$ cat src/rtl/alu_pkg.sv
// ALU control codes, FSM state encoding and shift-op classification shared by the execute-stage ALU.
// Pure declarations: no latency, no backpressure.
package alu_pkg;

  localparam logic [4:0] ALU_AND = 5'b00000;
  localparam logic [4:0] ALU_OR  = 5'b00001;
  localparam logic [4:0] ALU_XOR = 5'b00100;
  localparam logic [4:0] ALU_ADD = 5'b00010;
  localparam logic [4:0] ALU_SUB = 5'b01010;
  localparam logic [4:0] ALU_SLT = 5'b01011;
  localparam logic [4:0] ALU_SLL = 5'b00110;
  localparam logic [4:0] ALU_SRL = 5'b00111;
  localparam logic [4:0] ALU_SRA = 5'b00101;

  typedef enum logic [1:0] {
    ST_IDLE  = 2'd0,
    ST_SHIFT = 2'd1,
    ST_DONE  = 2'd2
  } alu_state_e;

  function automatic logic is_shift(input logic [4:0] code);
    return (code == ALU_SLL) || (code == ALU_SRL) || (code == ALU_SRA);
  endfunction

endpackage

$ cat src/rtl/alu_comb_ops.sv
// Single-cycle ALU ops (AND/OR/XOR/ADD/SUB/SLT) plus illegal-code decode; shifts are legal but yield 0 here.
// Purely combinational: zero latency, no backpressure.
module alu_comb_ops
  import alu_pkg::*;
#(
  parameter int XLEN = 32
) (
  input  logic [4:0]      alu_ctrl,
  input  logic [XLEN-1:0] op_a,
  input  logic [XLEN-1:0] op_b,
  output logic [XLEN-1:0] result,
  output logic            illegal
);

  always_comb begin
    result  = '0;
    illegal = 1'b0;
    case (alu_ctrl)
      ALU_AND: result = op_a & op_b;
      ALU_OR:  result = op_a | op_b;
      ALU_XOR: result = op_a ^ op_b;
      ALU_ADD: result = op_a + op_b;
      ALU_SUB: result = op_a - op_b;
      ALU_SLT: result[0] = $signed(op_a) < $signed(op_b);
      ALU_SLL, ALU_SRL, ALU_SRA: result = '0;
      default: illegal = 1'b1;
    endcase
  end

endmodule

$ cat src/rtl/alu_exec_unit.sv
// Execute-stage ALU: 1-cycle logic/arith, shifts 1+shamt cycles (1 cycle with ALU_BARREL_SHIFT_EN).
// Result held in DONE until out_ready; in_ready low while busy or holding an unconsumed result.
module alu_exec_unit
  import alu_pkg::*;
#(
  parameter int XLEN    = 32,
  parameter int SHAMT_W = 5
) (
  input  logic            clk,
  input  logic            rst_n,
  input  logic            in_valid,
  output logic            in_ready,
  input  logic [4:0]      alu_ctrl,
  input  logic [XLEN-1:0] op_a,
  input  logic [XLEN-1:0] op_b,
  output logic            out_valid,
  input  logic            out_ready,
  output logic [XLEN-1:0] result,
  output logic            zero,
  output logic            illegal
);

  alu_state_e         state_q, state_d;
  logic               live_q;
  logic [XLEN-1:0]    result_q;
  logic               zero_q, illegal_q;
  logic [4:0]         kind_q;
  logic [SHAMT_W-1:0] cnt_q;

  logic               accept;
  logic               go_shift;
  logic [SHAMT_W-1:0] shamt;
  logic [XLEN-1:0]    comb_result;
  logic               comb_illegal;
  logic [XLEN-1:0]    load_val;
  logic [XLEN-1:0]    step_val;

  alu_comb_ops #(.XLEN(XLEN)) u_comb_ops (
    .alu_ctrl (alu_ctrl),
    .op_a     (op_a),
    .op_b     (op_b),
    .result   (comb_result),
    .illegal  (comb_illegal)
  );

  assign shamt     = op_b[SHAMT_W-1:0];
  // live_q keeps in_ready low until the first edge after reset release.
  assign in_ready  = live_q && ((state_q == ST_IDLE) || ((state_q == ST_DONE) && out_ready));
  assign accept    = in_valid && in_ready;
  assign out_valid = (state_q == ST_DONE);
  assign result    = result_q;
  assign zero      = zero_q;
  assign illegal   = illegal_q;

  always_comb begin
    load_val = comb_result;
    go_shift = 1'b0;
    if (is_shift(alu_ctrl)) begin
`ifdef ALU_BARREL_SHIFT_EN
      case (alu_ctrl)
        ALU_SLL: load_val = op_a << shamt;
        ALU_SRL: load_val = op_a >> shamt;
        default: load_val = $unsigned($signed(op_a) >>> shamt);
      endcase
`else
      load_val = op_a;
      go_shift = (shamt != '0);
`endif
    end
  end

  always_comb begin
    case (kind_q)
      ALU_SLL: step_val = result_q << 1;
      ALU_SRL: step_val = result_q >> 1;
      default: step_val = {result_q[XLEN-1], result_q[XLEN-1:1]};
    endcase
  end

  always_comb begin
    state_d = state_q;
    case (state_q)
      ST_IDLE, ST_DONE: begin
        if (accept)
          state_d = go_shift ? ST_SHIFT : ST_DONE;
        else if ((state_q == ST_DONE) && out_ready)
          state_d = ST_IDLE;
      end
      ST_SHIFT: if (cnt_q == SHAMT_W'(1)) state_d = ST_DONE;
      default:  state_d = ST_IDLE;
    endcase
  end

  always_ff @(posedge clk or negedge rst_n) begin
    if (!rst_n) begin
      state_q   <= ST_IDLE;
      live_q    <= 1'b0;
      result_q  <= '0;
      zero_q    <= 1'b0;
      illegal_q <= 1'b0;
      kind_q    <= ALU_SLL;
      cnt_q     <= '0;
    end else begin
      state_q <= state_d;
      live_q  <= 1'b1;
      if (accept) begin
        result_q  <= load_val;
        zero_q    <= (load_val == '0);
        illegal_q <= comb_illegal;
        kind_q    <= alu_ctrl;
        cnt_q     <= shamt;
      end else if (state_q == ST_SHIFT) begin
        // result_q doubles as the shift working register; out_valid is low meanwhile.
        result_q <= step_val;
        zero_q   <= (step_val == '0);
        cnt_q    <= cnt_q - SHAMT_W'(1);
      end
    end
  end

endmodule
$ cat config.mk
export PLATFORM = sky130hd
export DESIGN_NAME = alu_exec_unit
export DESIGN_NICKNAME = d
export VERILOG_FILES = /design/src/rtl/alu_pkg.sv /design/src/rtl/alu_comb_ops.sv /design/src/rtl/alu_exec_unit.sv
export SDC_FILE = /design/constraint.sdc
export NUM_CORES = 1
export LEC_CHECK = 0
export ABC_AREA = 0
export CORE_UTILIZATION = 40
export CTS_BUF_LIST = sky130_fd_sc_hd__clkbuf_16
export DETAILED_ROUTE_END_ITERATION = 8
export GPL_TIMING_DRIVEN = 0
export SYNTH_ARGS = -nofsm -noshare
export SYNTH_HDL_FRONTEND = slang
export SYNTH_SLANG_ARGS = --single-unit
$ cat constraint.sdc
create_clock -name clk -period 2.65 [get_ports clk]
set_input_delay 0.53 -clock clk [delete_from_list [all_inputs] [get_ports clk]]
set_output_delay 0.53 -clock clk [all_outputs]
set_load 0.05 [all_outputs]
==> results_dict.tcl <==
set metrics [dict create \
    grt_usage 0.360 \
    clkPwrFrac 0.137 \
    antenna_found_initial 0 \
    crit_path_top_delay_cell "or4_4" \
    synth_nets 1361 \
    wl_per_cell_um 24.3 \
    die-area_um2 21700 \
    port_buffers 107 \
    finalHoldViolCount 0 \
    fin_skew_ns 0.00935 \
    synth.largest_area_cell "ha_1" \
    startpoint_type "input port" \
    switchingPower_mw 2.64 \
    cts_buffer_depth 2 \
    first_pass_iters 5 \
    p_comb_frac 0.648 \
    vias 10800 \
    use_met2 0.569 \
    yosysTopAreaCellShare 0.163 \
    cts_tree "built" \
    period_minus_slack_ns 3.90 \
    finalNetCount 1575 \
    drive_gt1_frac 0.304 \
    rows 52 \
    cp_num_buf_inv 3 \
    r2r-start "kind_q[1]" \
    path_max_fanout 6 \
    run_status "finished, violations left" \
    n_antenna_cell 0 \
    clk_pin_slew_worst_paths_ns 0.07 \
    r2r-end "zero" \
    synth_seq_area_share 0.140 \
    r2r_cells 8 \
    ys_top_cells_by_area "ha_1 16%, dfrtp_1 13%, nand2_1 5.4%, a21oi_1 5.3%, inv_1 4.7%" \
    syn_area_um2 8440 \
    core_region_area_um2 20400 \
    max_freq_mhz 256 \
    p_int_mw 2.71 \
    cts_buffers 5 \
    leakage_nw 5.26 \
    relSlewSlack 0.485 \
    grt_use_met3 0.0404 \
    die_w_um 147 \
    area_delta_synth_final_pct 50.2 \
    grt_max_degree 40 \
    clock_sinks 47 \
    fin_ws_ns -1.25 \
    async_flop_share 1.00 \
    power_mw 5.34 \
    r2r_setup_slack_ns -0.25 \
    synth_seq_cells 47 \
    nFillCells 1845 \
    seqPwrFrac 0.215 \
    critical_path_class "input port to register" \
    via_per_inst 6.51 \
    ir_drop_uv 325 \
    drv_slew 0 \
    slowest_delay_ns 0.53 \
    crit_cells 14 \
    wl_mm 40.3 \
    grt_first_pass_wirelength_mm 60.0 \
    dp_hpwl_mm 29.1 \
    grt_use_met1 0.470 \
    grt_pass1_vias 10300 \
    utilization 0.620 \
    drtAntennaViolNets 0 \
    gr-total-overflow 0 \
    cpLargestDelayFamily "compound AO/OA/AOI/OAI gates" \
    synth_area_per_cell_um2 7.17 \
    placed_cell_area_um2 10000 \
    cts-root-buf "clkbuf_16" \
    syn_inst 1176 \
    power.density_nw_per_um2 421 \
    drv_cap 0 \
    hold_path.class "input port to async pin" \
    first_iter_violations 984 \
    final_cells 1661 \
    crit_chain "buf_12 > inv_12 > ha_4 > inv_4 > or4_4 > a2111o_1 > a2111oi_4 > nor2_4 > o31a_1 > a221oi_2 > o211ai_1 > or4_4 > nor4_4 > a31o_1" \
    place_congestion 0.979 \
    synth-edff-count 0 \
    setup_viol 23 \
    cts_hold_buf 0 \
    rsz0062_at_grt "true" \
    cp_data_required_time_ns 2.88 \
    final_cell_area_um2 12700 \
    drc_errors 0 \
    io_pins 109 \
    clkLatencyLatePin_ns 0.30 \
    die_y_um 147 \
    endpoint_kind "register" \
    yosys_most_used_dff "dfrtp_1" \
    synth_cell_type_count 85 \
    worst_slew_pin_slew_ns 0.773 \
    dp_cells 1554 \
    grt_busiest_layer "met2" \
    initial_utilization 0.413 \
    period_share 1.47 \
    htreeDepth 2 \
    cp_data_arrival_time_ns 4.14 \
    violations "negative setup slack" \
    switching_share 0.493 \
    crit_path_frequent_cell "or4_4" \
    yosysWarnings 0 \
]
metrics by stage:
stage | setup slack (ns) | hold slack, ns | setup TNS [ns]
CTS | -1.47 | 0.0906 | -12.27
floorplan | -1.08 | 0.234 | -6.45
detailed placement | -3.79 | 0.404 | -77.91
global route | -1.36 | 0.0891 | -14.04
finish | -1.25 | 0.0785 | -12.44
global placement | -3.88 | 0.456 | -95.96
power by group through the flow:
| stage | Sequential (mW) | Combinational, mW | Clock (mW) |
|---|---|---|---|
| final | 1.15 | 3.46 | 0.733 |
| after global routing | 1.18 | 3.65 | 0.767 |
| after CTS | 1.14 | 3.15 | 0.740 |
| after detailed placement | 1.15 | 2.76 | 0 |
| after global placement | 1.15 | 2.76 | 0 |
| after floorplan | 1.57 | 1.33 | 0 |
flip-flops by register name (all words and copies together) (netlist names):
name	flops
illegal	1
cnt_q	5
state_q	2
kind_q	5
zero	1
live_q	1
result	32
synth_stat cells (5+ instances only):
cell,count
nand2_1,121
a221oi_1,19
nand4_1,13
o32ai_1,5
o21a_1,12
o31a_1,6
o2111ai_1,10
or3_1,10
o211ai_1,15
nor3b_1,5
clkbuf_1,67
a211oi_1,10
ha_1,110
a21o_1,21
o2bb2ai_1,5
o311ai_0,8
dfrtp_1,45
nor2b_1,13
a211o_1,6
o31ai_1,12
nand3_1,29
and2_1,11
a22oi_1,9
nor3_1,26
nor2_1,95
a2111oi_0,12
o21bai_1,8
a21oi_1,90
and3_1,10
a221o_1,20
inv_1,106
o22ai_1,9
a31oi_1,14
o221ai_1,19
o21ai_0,69
a21boi_0,5
nor4_1,13
nand2b_1,13
mux2i_1,28
kinds of logic after synthesis:
| family | share of synthesized area |
|---|---|
| DFF | 0.140 |
| and+or+nand+nor | 0.219 |
| muxes | 0.0332 |
| other | 0.000444 |
| buffers and inverters | 0.0819 |
| adders and majority gates | 0.168 |
| xor gates and xnor gates | 0.00208 |
| AOI/OAI and AO/OA | 0.356 |
area by class of cell:
type | instances | area (µm²) | share of cell area
inverters | 108 | 465 | 0.0367
clock inverters | 3 | 42.5 | 0.00336
repair buffers | 222 | 2050 | 0.162
clock buffers | 5 | 125 | 0.00987
well taps | 270 | 338 | 0.0267
plain buffers | 57 | 478 | 0.0377
multi-input cells | 949 | 7990 | 0.631
flip-flops and latches | 47 | 1180 | 0.0930
worst register-to-register path, cell delays in order, from the launching register on:
cell and delay [ns]:
dfstp_2 0.54, nand4bb_1 0.17, nor2_1 0.49, clkbuf_2 0.43, mux2i_1 0.42, nand4_1 0.13, nor4_1 0.37, a22o_1 0.20
a31o_1 0.09
routing by layer:
metal | routed length, µm | share of wire | vias up
li1 | - | - | 4806
met1 | 16400 | 0.41 | 5175
met2 | 18000 | 0.45 | 660
met3 | 3450 | 0.086 | 164
met4 | 2420 | 0.060 | 0
met5 | 0 | 0 | -
repair_timing:
action,in CTS,in global routing
gates resized for setup,425,176
gates cloned,1,0
pin swaps,48,51
setup endpoints to repair,36,35
setup buffers,80,39
how the worst max path moves through the flow:
stage                startpoint  endpoint  slack [ns]
floorplan               op_b[6]      zero       -1.08
global placement    alu_ctrl[1]      zero       -3.88
detailed placement  alu_ctrl[1]      zero       -3.79
CTS                     op_b[0]      zero       -1.47
global route            op_b[6]      zero       -1.36
finish                  op_b[6]      zero       -1.25
cells in the final DEF, fill, tap and decap left out, types with 20 or more instances in the layout:
cell and count:
nand2_1 113, buf_4 96, nor2_1 86, ha_1 83, inv_1 71, a21oi_1 69
clkdlybuf4s50_1 61, o21ai_0 46, dfrtp_1 45, buf_6 35, nand3_1 27, mux2i_1 26
ha_4 25, a21o_1 21, inv_2 20
(Power assumes the default switching activity.)
